===== src/rtl/lsu_sequencer.sv =====
// Load/store sequencer between the memory stage and a single-port data RAM.
// Splits word-crossing accesses in two and returns one response per request.
module lsu_sequencer #(
   parameter int MEM_AWIDTH = 14
) (
   input  logic                  clk,
   input  logic                  rst,
   input  logic                  req_valid,
   output logic                  req_ready,
   input  logic                  req_we,
   input  logic [2:0]            req_func3,
   input  logic [31:0]           req_addr,
   input  logic [31:0]           req_wdata,
   output logic                  resp_valid,
   output logic [31:0]           resp_data,
   output logic                  resp_err,
   output logic                  mem_en,
   output logic [3:0]            mem_we,
   output logic [MEM_AWIDTH-1:0] mem_addr,
   output logic [31:0]           mem_din,
   input  logic [31:0]           mem_dout
);

   typedef enum logic [2:0] {
      IDLE,
      ACC0,
      ACC1,
      CAP,
      RESP
   } state_t;

   state_t                state_q, state_d;
   logic                  we_q, we_d;
   logic [2:0]            func3_q, func3_d;
   logic [1:0]            off_q, off_d;
   logic [MEM_AWIDTH-1:0] word_q, word_d;
   logic [31:0]           wdata_q, wdata_d;
   logic                  split_q, split_d;
   logic [31:0]           lo_q, lo_d;
   logic                  ready_q, ready_d;
   logic                  mem_en_q, mem_en_d;
   logic [3:0]            mem_we_q, mem_we_d;
   logic [MEM_AWIDTH-1:0] mem_addr_q, mem_addr_d;
   logic [31:0]           mem_din_q, mem_din_d;
   logic                  resp_valid_q, resp_valid_d;
   logic [31:0]           resp_data_q, resp_data_d;
   logic                  resp_err_q, resp_err_d;

   logic                  accept;
   logic                  in_idle;
   logic                  cur_we;
   logic [2:0]            cur_f3;
   logic [1:0]            cur_off;
   logic [31:0]           cur_wdata;
   logic [3:0]            size_mask;
   logic [7:0]            lane8;
   logic [63:0]           wsh;
   logic                  cur_split;
   logic                  illegal;
   logic [63:0]           rd64;
   logic [63:0]           rsh;
   logic [31:0]           ext;
   logic                  unused_addr;

   assign unused_addr = ^req_addr[31:MEM_AWIDTH+2];

   assign accept  = req_valid & ready_q;
   assign in_idle = (state_q == IDLE);

   // Lane math is shared: in IDLE it serves ACC0 from the live request,
   // elsewhere it serves ACC1 from the latched copy.
   always_comb begin
      cur_we    = in_idle ? req_we        : we_q;
      cur_f3    = in_idle ? req_func3     : func3_q;
      cur_off   = in_idle ? req_addr[1:0] : off_q;
      cur_wdata = in_idle ? req_wdata     : wdata_q;
   end

   always_comb begin
      case (cur_f3[1:0])
         2'b00:   size_mask = 4'b0001;
         2'b01:   size_mask = 4'b0011;
         default: size_mask = 4'b1111;
      endcase
   end

   assign lane8     = {4'b0000, size_mask} << cur_off;
   assign cur_split = |lane8[7:4];
   assign wsh       = {32'b0, cur_wdata} << {cur_off, 3'b000};

   always_comb begin
      case (req_func3)
         3'b011,
         3'b110,
         3'b111:  illegal = 1'b1;
         3'b100,
         3'b101:  illegal = req_we;
         default: illegal = 1'b0;
      endcase
   end

   assign rd64 = split_q ? {mem_dout, lo_q} : {32'b0, mem_dout};
   assign rsh  = rd64 >> {off_q, 3'b000};

   always_comb begin
      case (func3_q)
         3'b000:  ext = {{24{rsh[7]}}, rsh[7:0]};
         3'b001:  ext = {{16{rsh[15]}}, rsh[15:0]};
         3'b100:  ext = {24'b0, rsh[7:0]};
         3'b101:  ext = {16'b0, rsh[15:0]};
         default: ext = rsh[31:0];
      endcase
   end

   always_comb begin
      state_d      = state_q;
      we_d         = we_q;
      func3_d      = func3_q;
      off_d        = off_q;
      word_d       = word_q;
      wdata_d      = wdata_q;
      split_d      = split_q;
      lo_d         = lo_q;
      ready_d      = 1'b0;
      mem_en_d     = 1'b0;
      mem_we_d     = 4'b0000;
      mem_addr_d   = '0;
      mem_din_d    = 32'b0;
      resp_valid_d = 1'b0;
      resp_data_d  = 32'b0;
      resp_err_d   = 1'b0;
      case (state_q)
         IDLE: begin
            ready_d = ~accept;
            if (accept) begin
               we_d    = req_we;
               func3_d = req_func3;
               off_d   = req_addr[1:0];
               word_d  = req_addr[MEM_AWIDTH+1:2];
               wdata_d = req_wdata;
               split_d = cur_split;
               if (illegal) begin
                  state_d      = RESP;
                  resp_valid_d = 1'b1;
                  resp_err_d   = 1'b1;
               end else begin
                  state_d    = ACC0;
                  mem_en_d   = 1'b1;
                  mem_addr_d = req_addr[MEM_AWIDTH+1:2];
                  mem_we_d   = cur_we ? lane8[3:0] : 4'b0000;
                  mem_din_d  = cur_we ? wsh[31:0] : 32'b0;
               end
            end
         end
         ACC0: begin
            if (split_q) begin
               state_d    = ACC1;
               mem_en_d   = 1'b1;
               mem_addr_d = word_q + MEM_AWIDTH'(1);
               mem_we_d   = we_q ? lane8[7:4] : 4'b0000;
               mem_din_d  = we_q ? wsh[63:32] : 32'b0;
            end else if (we_q) begin
               state_d      = RESP;
               resp_valid_d = 1'b1;
            end else begin
               state_d = CAP;
            end
         end
         ACC1: begin
            lo_d = mem_dout;
            if (we_q) begin
               state_d      = RESP;
               resp_valid_d = 1'b1;
            end else begin
               state_d = CAP;
            end
         end
         CAP: begin
            state_d      = RESP;
            resp_valid_d = 1'b1;
            resp_data_d  = ext;
         end
         RESP: begin
            state_d = IDLE;
            ready_d = 1'b1;
         end
         default: begin
            state_d = IDLE;
            ready_d = 1'b1;
         end
      endcase
   end

   always_ff @(posedge clk) begin
      if (rst) begin
         state_q      <= IDLE;
         we_q         <= 1'b0;
         func3_q      <= 3'b000;
         off_q        <= 2'b00;
         word_q       <= '0;
         wdata_q      <= 32'b0;
         split_q      <= 1'b0;
         lo_q         <= 32'b0;
         ready_q      <= 1'b0;
         mem_en_q     <= 1'b0;
         mem_we_q     <= 4'b0000;
         mem_addr_q   <= '0;
         mem_din_q    <= 32'b0;
         resp_valid_q <= 1'b0;
         resp_data_q  <= 32'b0;
         resp_err_q   <= 1'b0;
      end else begin
         state_q      <= state_d;
         we_q         <= we_d;
         func3_q      <= func3_d;
         off_q        <= off_d;
         word_q       <= word_d;
         wdata_q      <= wdata_d;
         split_q      <= split_d;
         lo_q         <= lo_d;
         ready_q      <= ready_d;
         mem_en_q     <= mem_en_d;
         mem_we_q     <= mem_we_d;
         mem_addr_q   <= mem_addr_d;
         mem_din_q    <= mem_din_d;
         resp_valid_q <= resp_valid_d;
         resp_data_q  <= resp_data_d;
         resp_err_q   <= resp_err_d;
      end
   end

   assign req_ready  = ready_q;
   assign mem_en     = mem_en_q;
   assign mem_we     = mem_we_q;
   assign mem_addr   = mem_addr_q;
   assign mem_din    = mem_din_q;
   assign resp_valid = resp_valid_q;
   assign resp_data  = resp_data_q;
   assign resp_err   = resp_err_q;

endmodule


===== config.mk =====
export PLATFORM = sky130hd
export DESIGN_NAME = lsu_sequencer
export DESIGN_NICKNAME = d
export VERILOG_FILES = /design/src/rtl/lsu_sequencer.sv
export SDC_FILE = /design/constraint.sdc
export NUM_CORES = 1
export LEC_CHECK = 0
export ABC_AREA = 1
export CAP_MARGIN = 0
export CORE_MARGIN = 2
export CORE_UTILIZATION = 30
export CTS_CLUSTER_DIAMETER = 50
export CTS_CLUSTER_SIZE = 28
export DETAILED_ROUTE_END_ITERATION = 12
export PLACE_DENSITY_LB_ADDON = 0.12
export SYNTH_ARGS = -nofsm -noshare
export SYNTH_HDL_FRONTEND = slang
export SYNTH_SLANG_ARGS = --single-unit
export TNS_END_PERCENT = 10

===== constraint.sdc =====
create_clock -name clk -period 2.22 [get_ports clk]
set_clock_uncertainty 0.15 [all_clocks]
set_input_delay 0.333 -clock clk [delete_from_list [all_inputs] [get_ports clk]]
set_output_delay 0.333 -clock clk [all_outputs]
set_load 0.005 [all_outputs]

======== After elaboration in Yosys (flattened, before gate mapping) ========
Index checks and enable logic that the tools add are counted.
word-level totals
  register bits after elaboration ......... 174
  word-level logic and storage cells ...... 86
  bits of input ports ..................... 103
  output and inout port bits .............. 86
operators by class
  equality and inequality tests ........... 13
  mux-type cells .......................... 39
  bitwise operators ....................... 4
  reductions and logical operators ........ 10
  shift operators ......................... 3
  add/sub/neg operators ................... 1
operators by type and width
  kind                   count
  $mux 32                6
  $pmux 32 s4            1
  $mux 64                1
  $pmux 32 s2            1
  $shl 32x5->64          1
  $shr 64x5->32          1
  $mux 14                3
  $pmux 14 s2            1
  $mux 4                 5
  $eq 3x3->1 const B     6
  $pmux 4 s2             2
  $add 14x1->14 const B  1
  $mux 3                 4
  $pmux 3 s4             1
  $eq 3x2->1 const B     3
  $mux 1                 8
  $shl 4x2->8            1
  $eq 3x1->1 const B     2
  $logic_not 3->1        2
  $pmux 1 s2             3
  $reduce_or 2->1        3
  $reduce_or 3->1        2
  $mux 2                 2
  $pmux 1 s4             1
  other kinds (7)        9

======== Longest topological paths before layout ========
Gate-level depths: netlist of run 1.
  word-level depth ........................ 9
  depth in mapped cells ................... 11
  depth with buffers taken out ............ 10

======== Least setup slack after synthesis of run 1 ========
Ideal clock, no wire load.
  path type ............................... register to register
  from .................................... register off_q[0]
  to ...................................... register resp_data_q[28] (netlist: resp_data[28])
  path slack .............................. 0.580 ns
  data required time ...................... 1.960 ns
  stages on the path, launching flop included .. 11
  clock period less this slack ............ 1.640 ns
  library setup time ...................... 0.110 ns
  buffers on the path ..................... 3
  arrival ................................. 1.381 ns
  cells stage by stage .................... dfxtp_1 -> clkbuf_2 -> inv_1 -> buf_2 -> o21ai_0 -> nand2_1 -> nand3_2 -> buf_2 -> nand3_1 -> nand2_1 -> inv_1
between the ends
  word-level cells in the longest chain between the ends .. 2
RTL lines
  what                    RTL line  RTL
  start, declared         35        logic [1:0] off_q, off_d;
  start signal, assigned  199       off_q <= 2'b00;
  start signal, assigned  216       off_q <= off_d;
  $shr 64x5->32           103       assign rsh = rd64 >> {off_q, 3'b000};
  $pmux 32 s4             106       case (func3_q)
  end signal, assigned    227       resp_data_q <= resp_data_d;
  end, declared           46        logic [31:0] resp_data_q, resp_data_d;
No other way between the ends.
A chain may end at the register's enable or synchronous reset.

======== Worst setup path in the final report of run 1 ========
  from .................................... register state_q[1]
  to ...................................... register mem_din_q[7] (netlist: mem_din[7])
between the ends
  word-level cells in the longest chain between the ends .. 7
  elaborated cells between the ends (all ways) .. 12
  classes of those cells .................. 1 x eq/ne; 1 x shift; 9 x mux; 1 x reduce/logical
RTL lines
  what                               RTL line  RTL
  start, declared                    32        state_t state_q, state_d;
  start signal, assigned             213       state_q <= state_d;
  $logic_not 3->1                    68, 132
  $mux 32 or $mux 2 (tied branches)  76, 75
  $shl 32x5->64                      89        assign wsh = {32'b0, cur_wdata} << {cur_off, 3'b000};
  $mux 32                            151       mem_din_d = cur_we ? wsh[31:0] : 32'b0;
  $mux 32                            142       if (illegal) begin
  $mux 32                            135       if (accept) begin
  $pmux 32 s2 *                      132       case (state_q)
  end signal, assigned               225       mem_din_q <= mem_din_d;
  end, declared                      44        logic [31:0] mem_din_q, mem_din_d;
Every way passes the cells marked *; elsewhere a longest branch is shown, timed or not.

==> results of run 1 <==
where the power goes:
group          total [mW]  internal, mW  leakage, nW  switching, mW
clock                2.97          1.58        0.269           1.40
sequential           3.76          3.53         1.41          0.226
combinational        4.94          1.63         3.11           3.31
area by class of cell:
cell class,count,area (um^2)
Inverter,71,267
Clock inverter,12,129
Sequential cell,174,3480
Timing Repair Buffer,213,2170
Tap cell,384,480
Multi-Input combinational cell,1000,4530
Fill cell,3101,17200
Clock buffer,19,433
per-layer routing:
layer | vias up | global-route usage [%] | wire length [um]
li1 | 4641 | - | -
met1 | 4184 | 28.3 | 14700
met2 | 290 | 30.4 | 13000
met3 | 30 | 3.26 | 1760
met4 | 2 | 6.15 | 614
met5 | - | 0 | 13
cells in the mapped netlist (all sizes together), types with 2 or more instances:
library cell / number / area share [%]
or2: 2 / 0.14
buf: 51 / 3.4
a21oi: 117 / 6.7
nor3: 6 / 0.34
nand3: 152 / 8.9
dfxtp: 174 / 40
o211ai: 6 / 0.52
nor2: 157 / 7.6
nand2: 397 / 18
o21ai: 145 / 8.5
a211oi: 9 / 0.77
clkbuf: 40 / 1.7
inv: 70 / 3.0
placed cells by master, fill, tap and decap left out, drive strengths merged, types with 2 or more instances in the layout:
cell type      synthesis  routed
nand2                397     397
dfxtp                174     174
clkdlybuf4s50          0     171
nor2                 157     157
nand3                152     152
o21ai                145     145
a21oi                117     117
inv                   70      75
buf                   51      42
clkbuf                40      19
a211oi                 9       9
nor3                   6       6
o211ai                 6       6
clkinv                 1       5
or2                    2       2
clkinvlp               0       2
critical path: stages, from the launching register on:
cell and delay, ps:
dfxtp_1 330, inv_1 230, nand2_8 230, nor2_4 230, nand3_2 140, nor2_4 190
buf_12 170, nand3_1 70, a21oi_1 230
per-stage QoR:
step | hold WS, ps | setup WS [ps] | power [mW] | cells
final | 66.0 | 145 | 11.7 | 1873
after floorplan | 275 | 580 | 7.08 | 1336
after detailed placement | 297 | 30.9 | 8.75 | 1842
after CTS | 55.7 | 136 | 11.7 | 1873
after global placement | 285 | 28.5 | 8.72 | 1842
after global routing | 78.5 | 36.8 | 12.5 | 1873
worst max-delay path by stage:
| stage | endpoint | cells past startpoint |
|---|---|---|
| 3_5_place_dp | mem_din[7] | 9 |
| 6_report | mem_din[7] | 8 |
| 5_1_grt | mem_din[7] | 8 |
| 2_1_floorplan | resp_data[28] | 10 |
| 4_1_cts | mem_din[7] | 8 |
| 3_3_place_gp | mem_din[7] | 9 |
kinds of logic (layout without fill, tap and decap cells):
kind of cell | after synthesis | in the layout | synth area share (%)
AND/OR/NAND/NOR | 717 | 717 | 34.8
AO/OA/AOI/OAI | 282 | 282 | 16.9
flip-flops | 174 | 174 | 39.9
adder cells (fa/ha/maj) | 1 | 1 | 0.143
buffers and inverters | 162 | 315 | 8.23
state kept, by name, indices dropped and copies added, names as in the netlist:
register	count
resp_data	32
mem_din	32
off_q	2
resp_valid	1
resp_err	1
lo_q	32
word_q	14
state_q	3
mem_we	4
func3_q	3
we_q	1
split_q	1
wdata_q	32
mem_en	1
mem_addr	14
req_ready	1
==> flow_summary_export.csv, run 1 <==
group,metric,value,unit
power_and_ir_drop,leakage,4.79,nW
placed_design,numPortBuffers,172,
timing,rsz0062_at_grt,"no",
worst_hold_path,hold_path_depth,2,
synth,synth-seq-cells,174,
setup_path,cp-startpoint,"state_q[1]",
timing,setup_viol,0,
route,drt_iter0_drc,756,
setup_path,worst-r2r-cell-count,8,
timing,tns,0,ps
global_routing,grt_pass1_wl,47.6,mm
clock_tree,numClockSinks,174,
route,wire_per_inst,16.0,um
synth,async_reset_ff_share,0,%
clock_tree,cts_max_level,4,
timing,final.period_utilization,93.5,%
layout,fin_nets,1581,
floorplan,ios,189,
floorplan,die_h,175,um
power_and_ir_drop,powerDensity,1020,mW/mm^2
layout,final_core_util,40.1,%
synth,yosysUniqueCellTypes,38,
synth,yosysWarnings,0,
global_routing,antenna_found_initial,1,
clock_tree,ctsResizeCount,0,
route,post-route-drc-count,0,
clock_tree,cts_tree,"done",
synth,synth_edf_count,0,
placed_design,place.gp.congestion,0.897,
timing,max_freq,482,MHz
floorplan,die-area,0.0305,mm^2
timing,tightestPinTransition,477,ps
synth,synth_flop_cell,"dfxtp_1",
clock_tree,post_cts_buffers,0,
setup_path,startpoint_type,"flip-flop",
layout,drive_above_1_share,6.58,%
timing,final_hold_viol_count,0,
floorplan,num_rows,62,
worst_hold_path,min_from,"rst",
floorplan,die_x,175,um
clock_tree,cts.path.max_buffers,2,
clock_tree,cts_buffers,17,
global_routing,grt_usage,19.8,%
route,avgViaCountPerCell,4.88,
clock_tree,postCtsHoldBufs,0,
synth,avgSynthCellArea,6.54,um^2
clock_tree,clock_latency,440,ps
route,drt_pre_antenna_iters,5,
route,vias,9147,
setup_path,cp_max_fo,37,
layout,design_area,0.0115,mm^2
setup_path,crit_path_end_kind,"flip-flop",
setup_path,reg2reg_slack,140,ps
setup_path,rr_startpoint,"state_q[1]",
synth,ys_seq_area_share,39.9,%
status,status,"finished clean",
timing,maxSlewHeadroom,67.8,%
global_routing,overflow,0,
setup_path,critical_path_class,"flip-flop to flip-flop",
synth,synthesis.area,0.00873,mm^2
timing,fin_crit,2080,ps
synth,netlist_instances,1336,
placed_design,dp_hpwl,21.2,mm
global_routing,grt_max_degree,70,
layout,area_growth,31.7,%
setup_path,required,2400,ps
global_routing,grt_pass1_vias,8711,
route,totalWireLength,30.0,mm
clock_tree,cts_root_buffer,"clkbuf_16",
setup_path,reg2reg_to,"mem_din[7]",
synth,synth_nets,1440,
worst_hold_path,holdCritPathClass,"input port to flip-flop",
timing,drv_slew,0,
placed_design,place_area,0.0109,mm^2
floorplan,start_util,30.4,%
clock_tree,clkTransAtPathRegs,70,ps
power_and_ir_drop,ir_drop,0.000459,V
setup_path,crit_arrival,2250,ps
floorplan,coreArea,0.0287,mm^2
worst_hold_path,holdPathEnd,"we_q",
layout,diodes,0,
job,drv_cap,0,
route,antenna_left,0,
Note: power is estimated with default switching activity, not from simulation.
==> run 2, diff against run 1 <==
--- a/config.mk
+++ b/config.mk
@@ -9,6 +9,7 @@
 export CAP_MARGIN = 0
 export CORE_MARGIN = 2
 export CORE_UTILIZATION = 30
+export CTS_BUF_LIST = sky130_fd_sc_hd__clkbuf_2
 export CTS_CLUSTER_DIAMETER = 50
 export CTS_CLUSTER_SIZE = 28
 export DETAILED_ROUTE_END_ITERATION = 12
==> run 2 against run 1 <==
Effect of this change:
- sequential power hardly changed
- count of clock-buffer cells in the layout unchanged
- fmax decreased by 2.8%
- worst hold slack got worse by 6.0 ps
- clock power fell by 43%
- via count grew 2.4%
- first-iteration DRC count is 4.1% lower
- combinational power grew 2%
- sequential share of layout area down 0.69 points
- setup slack got worse by 60 ps
==> flow_summary_export.csv, run 2 (synthesis results as in run 1) <==
group,metric,value,unit
setup_path,worstPathCellList,"clkdlybuf4s50_1",
clock_tree,cts_tree,"done",
setup_path,startpoint_type,"flip-flop",
setup_path,cp-startpoint,"mem_addr[3]",
timing,fin_crit,2140,ps
setup_path,worst-r2r-cell-count,8,
global_routing,antenna_found_initial,2,
setup_path,crit_slowest_cell,"clkdlybuf4s50_1",
route,avgViaCountPerCell,4.84,
floorplan,die_h,175,um
route,drt_pre_antenna_iters,5,
route,vias,9365,
floorplan,num_rows,62,
setup_path,cp_max_fo,1,
route,post-route-drc-count,0,
route,drt_iter0_drc,725,
status,status,"finished clean",
power_and_ir_drop,totalPowerFinal,10.5,mW
timing,setup_viol,0,
floorplan,start_util,30.4,%
layout,fill_cells,3081,
timing,rsz0062_at_grt,"yes",
global_routing,grt_max_degree,70,
worst_hold_path,hold_path_depth,3,
layout,fin_nets,1643,
setup_path,required,1740,ps
worst_hold_path,min_from,"req_wdata[22]",
timing,maxSlewHeadroom,68.0,%
global_routing,overflow,0,
floorplan,ios,189,
timing,whs,60.1,ps
global_routing,grt_pass1_vias,8942,
timing,tightestPinTransition,475,ps
clock_tree,cts.path.max_buffers,2,
setup_path,rr_startpoint,"state_q[1]",
floorplan,die-area,0.0305,mm^2
layout,drive_above_1_share,9.61,%
setup_path,cp_top_family,"buffers and inverters",
clock_tree,post_cts_buffers,0,
clock_tree,cts_max_level,4,
clock_tree,clock_latency,780,ps
layout,final_cell_mix,"nand2_1 (391), nor2_1 (150), nand3_1 (149)",
worst_hold_path,holdPathEnd,"wdata_q[22]",
clock_tree,numClockSinks,174,
setup_path,reg2reg_slack,140,ps
route,totalWireLength,30.5,mm
timing,final.period_utilization,96.2,%
layout,area_growth,37.1,%
floorplan,coreArea,0.0287,mm^2
timing,final_hold_viol_count,0,
global_routing,grt_usage,19.9,%
placed_design,numPortBuffers,172,
power_and_ir_drop,ir_drop,0.000324,V
layout,final_common_cell,"nand2_1",
clock_tree,clkTransAtPathRegs,310,ps
route,antenna_left,0,
setup_path,crit_path_end_kind,"output pin",
setup_path,reg2reg_to,"mem_din[7]",
timing,drv_slew,0,
setup_path,cp.buffers_inverters,1,
setup_path,cpPeakStageDelay,490,ps
timing,max_freq,468,MHz
clock_tree,cts_root_buffer,"clkbuf_2",
job,drv_cap,0,
floorplan,die_x,175,um
global_routing,grt_pass1_wl,48.1,mm
placed_design,dp_hpwl,21.2,mm
setup_path,critical_path_class,"flip-flop to output pin",
setup_path,crit_arrival,1650,ps
power_and_ir_drop,powerDensity,876,mW/mm^2
placed_design,place.gp.congestion,0.897,
power_and_ir_drop,leakage,5.97,nW
route,wire_per_inst,15.7,um
worst_hold_path,holdCritPathClass,"input port to flip-flop",
clock_tree,cts_buffers,17,
[run 2: changes by cell type in the layout (fill, tap and decap cells not counted), moves of 5 or more]
cell | previous run | this run
clkbuf_2 | 0 | 19
dlygate4sd3_1 | 0 | 62
clkbuf_16 | 17 | 0
dlygate4sd2_1 | 0 | 5
dfxtp_1 | 173 | 124
dfxtp_2 | 1 | 50
clkdlybuf4s50_1 | 171 | 112
dlymetal6s2s_1 | 0 | 54
[run 2: worst reg2reg max path: cells and delay by family, from the launching register on]
kind / cells / cell delay [ps]
AND/OR/NAND/NOR: 5 / 860
AO/OA/AOI/OAI: 1 / 220
flip-flops: 1 / 390
buffers and inverters: 2 / 410
[run 2: what timing repair did]
item                       4_1_cts  5_1_grt
gates resized for setup         10       98
hold endpoints to repair        93        1
pin swaps                        0        0
hold buffers                    61        1
setup endpoints to repair        8       64
[run 2: final cells by class]
cell class / instances / area, um^2 / area share (%)
repair buffers: 275 / 2920 / 24.4
multi-input cells: 1000 / 4530 / 37.8
well taps: 384 / 480 / 4.01
clock inverters: 12 / 129 / 1.08
inverters: 71 / 267 / 2.23
clock buffers: 19 / 95.1 / 0.794
flip-flops and latches: 174 / 3550 / 29.6
diodes: 1 / 2.50 / 0.0209
[run 2: report_power, final]
group          internal [mW]  leakage [nW]  switching [mW]  total, mW
sequential              3.54          1.44           0.224       3.77
combinational           1.69          4.39            3.33       5.02
clock                  0.445         0.136            1.26       1.70
total                   5.68          5.97            4.81       10.5
[run 2: worst max-delay path by stage]
stage	endpoint	slack (ps)	cells after the start
2_1_floorplan	resp_data[28]	580	10
3_3_place_gp	mem_din[7]	30	9
3_5_place_dp	mem_din[7]	30	9
4_1_cts	mem_addr[8]	0.8	1
5_1_grt	mem_addr[3]	-50	1
6_report	mem_addr[3]	80	1
[run 2: metal layers]
| metal | vias up | share of wire [%] | wire [um] | global-route usage [%] |
|---|---|---|---|---|
| met3 | 33 | 4.9 | 1480 | 3.52 |
| met4 | 2 | 2.0 | 623 | 5.38 |
| li1 | 4761 | - | - | - |
| met2 | 273 | 44 | 13300 | 31.0 |
| met5 | - | 0.043 | 13 | 0 |
| met1 | 4296 | 49 | 15000 | 28.4 |
[run 2: per-stage QoR]
stage | area, um^2 | setup slack [ps] | TNS [ps] | cells | util (%)
2_1_floorplan | 8730 | 580 | 0 | 1336 | -
3_3_place_gp | 10900 | 28.5 | 0 | 1842 | 38.1
3_5_place_dp | 10900 | 30.9 | 0 | 1842 | 38.1
4_1_cts | 11800 | 0.840 | 0 | 1934 | 41.0
5_1_grt | 12000 | -45.2 | -52.1 | 1936 | 41.7
6_report | 12000 | 84.1 | 0 | 1936 | 41.7
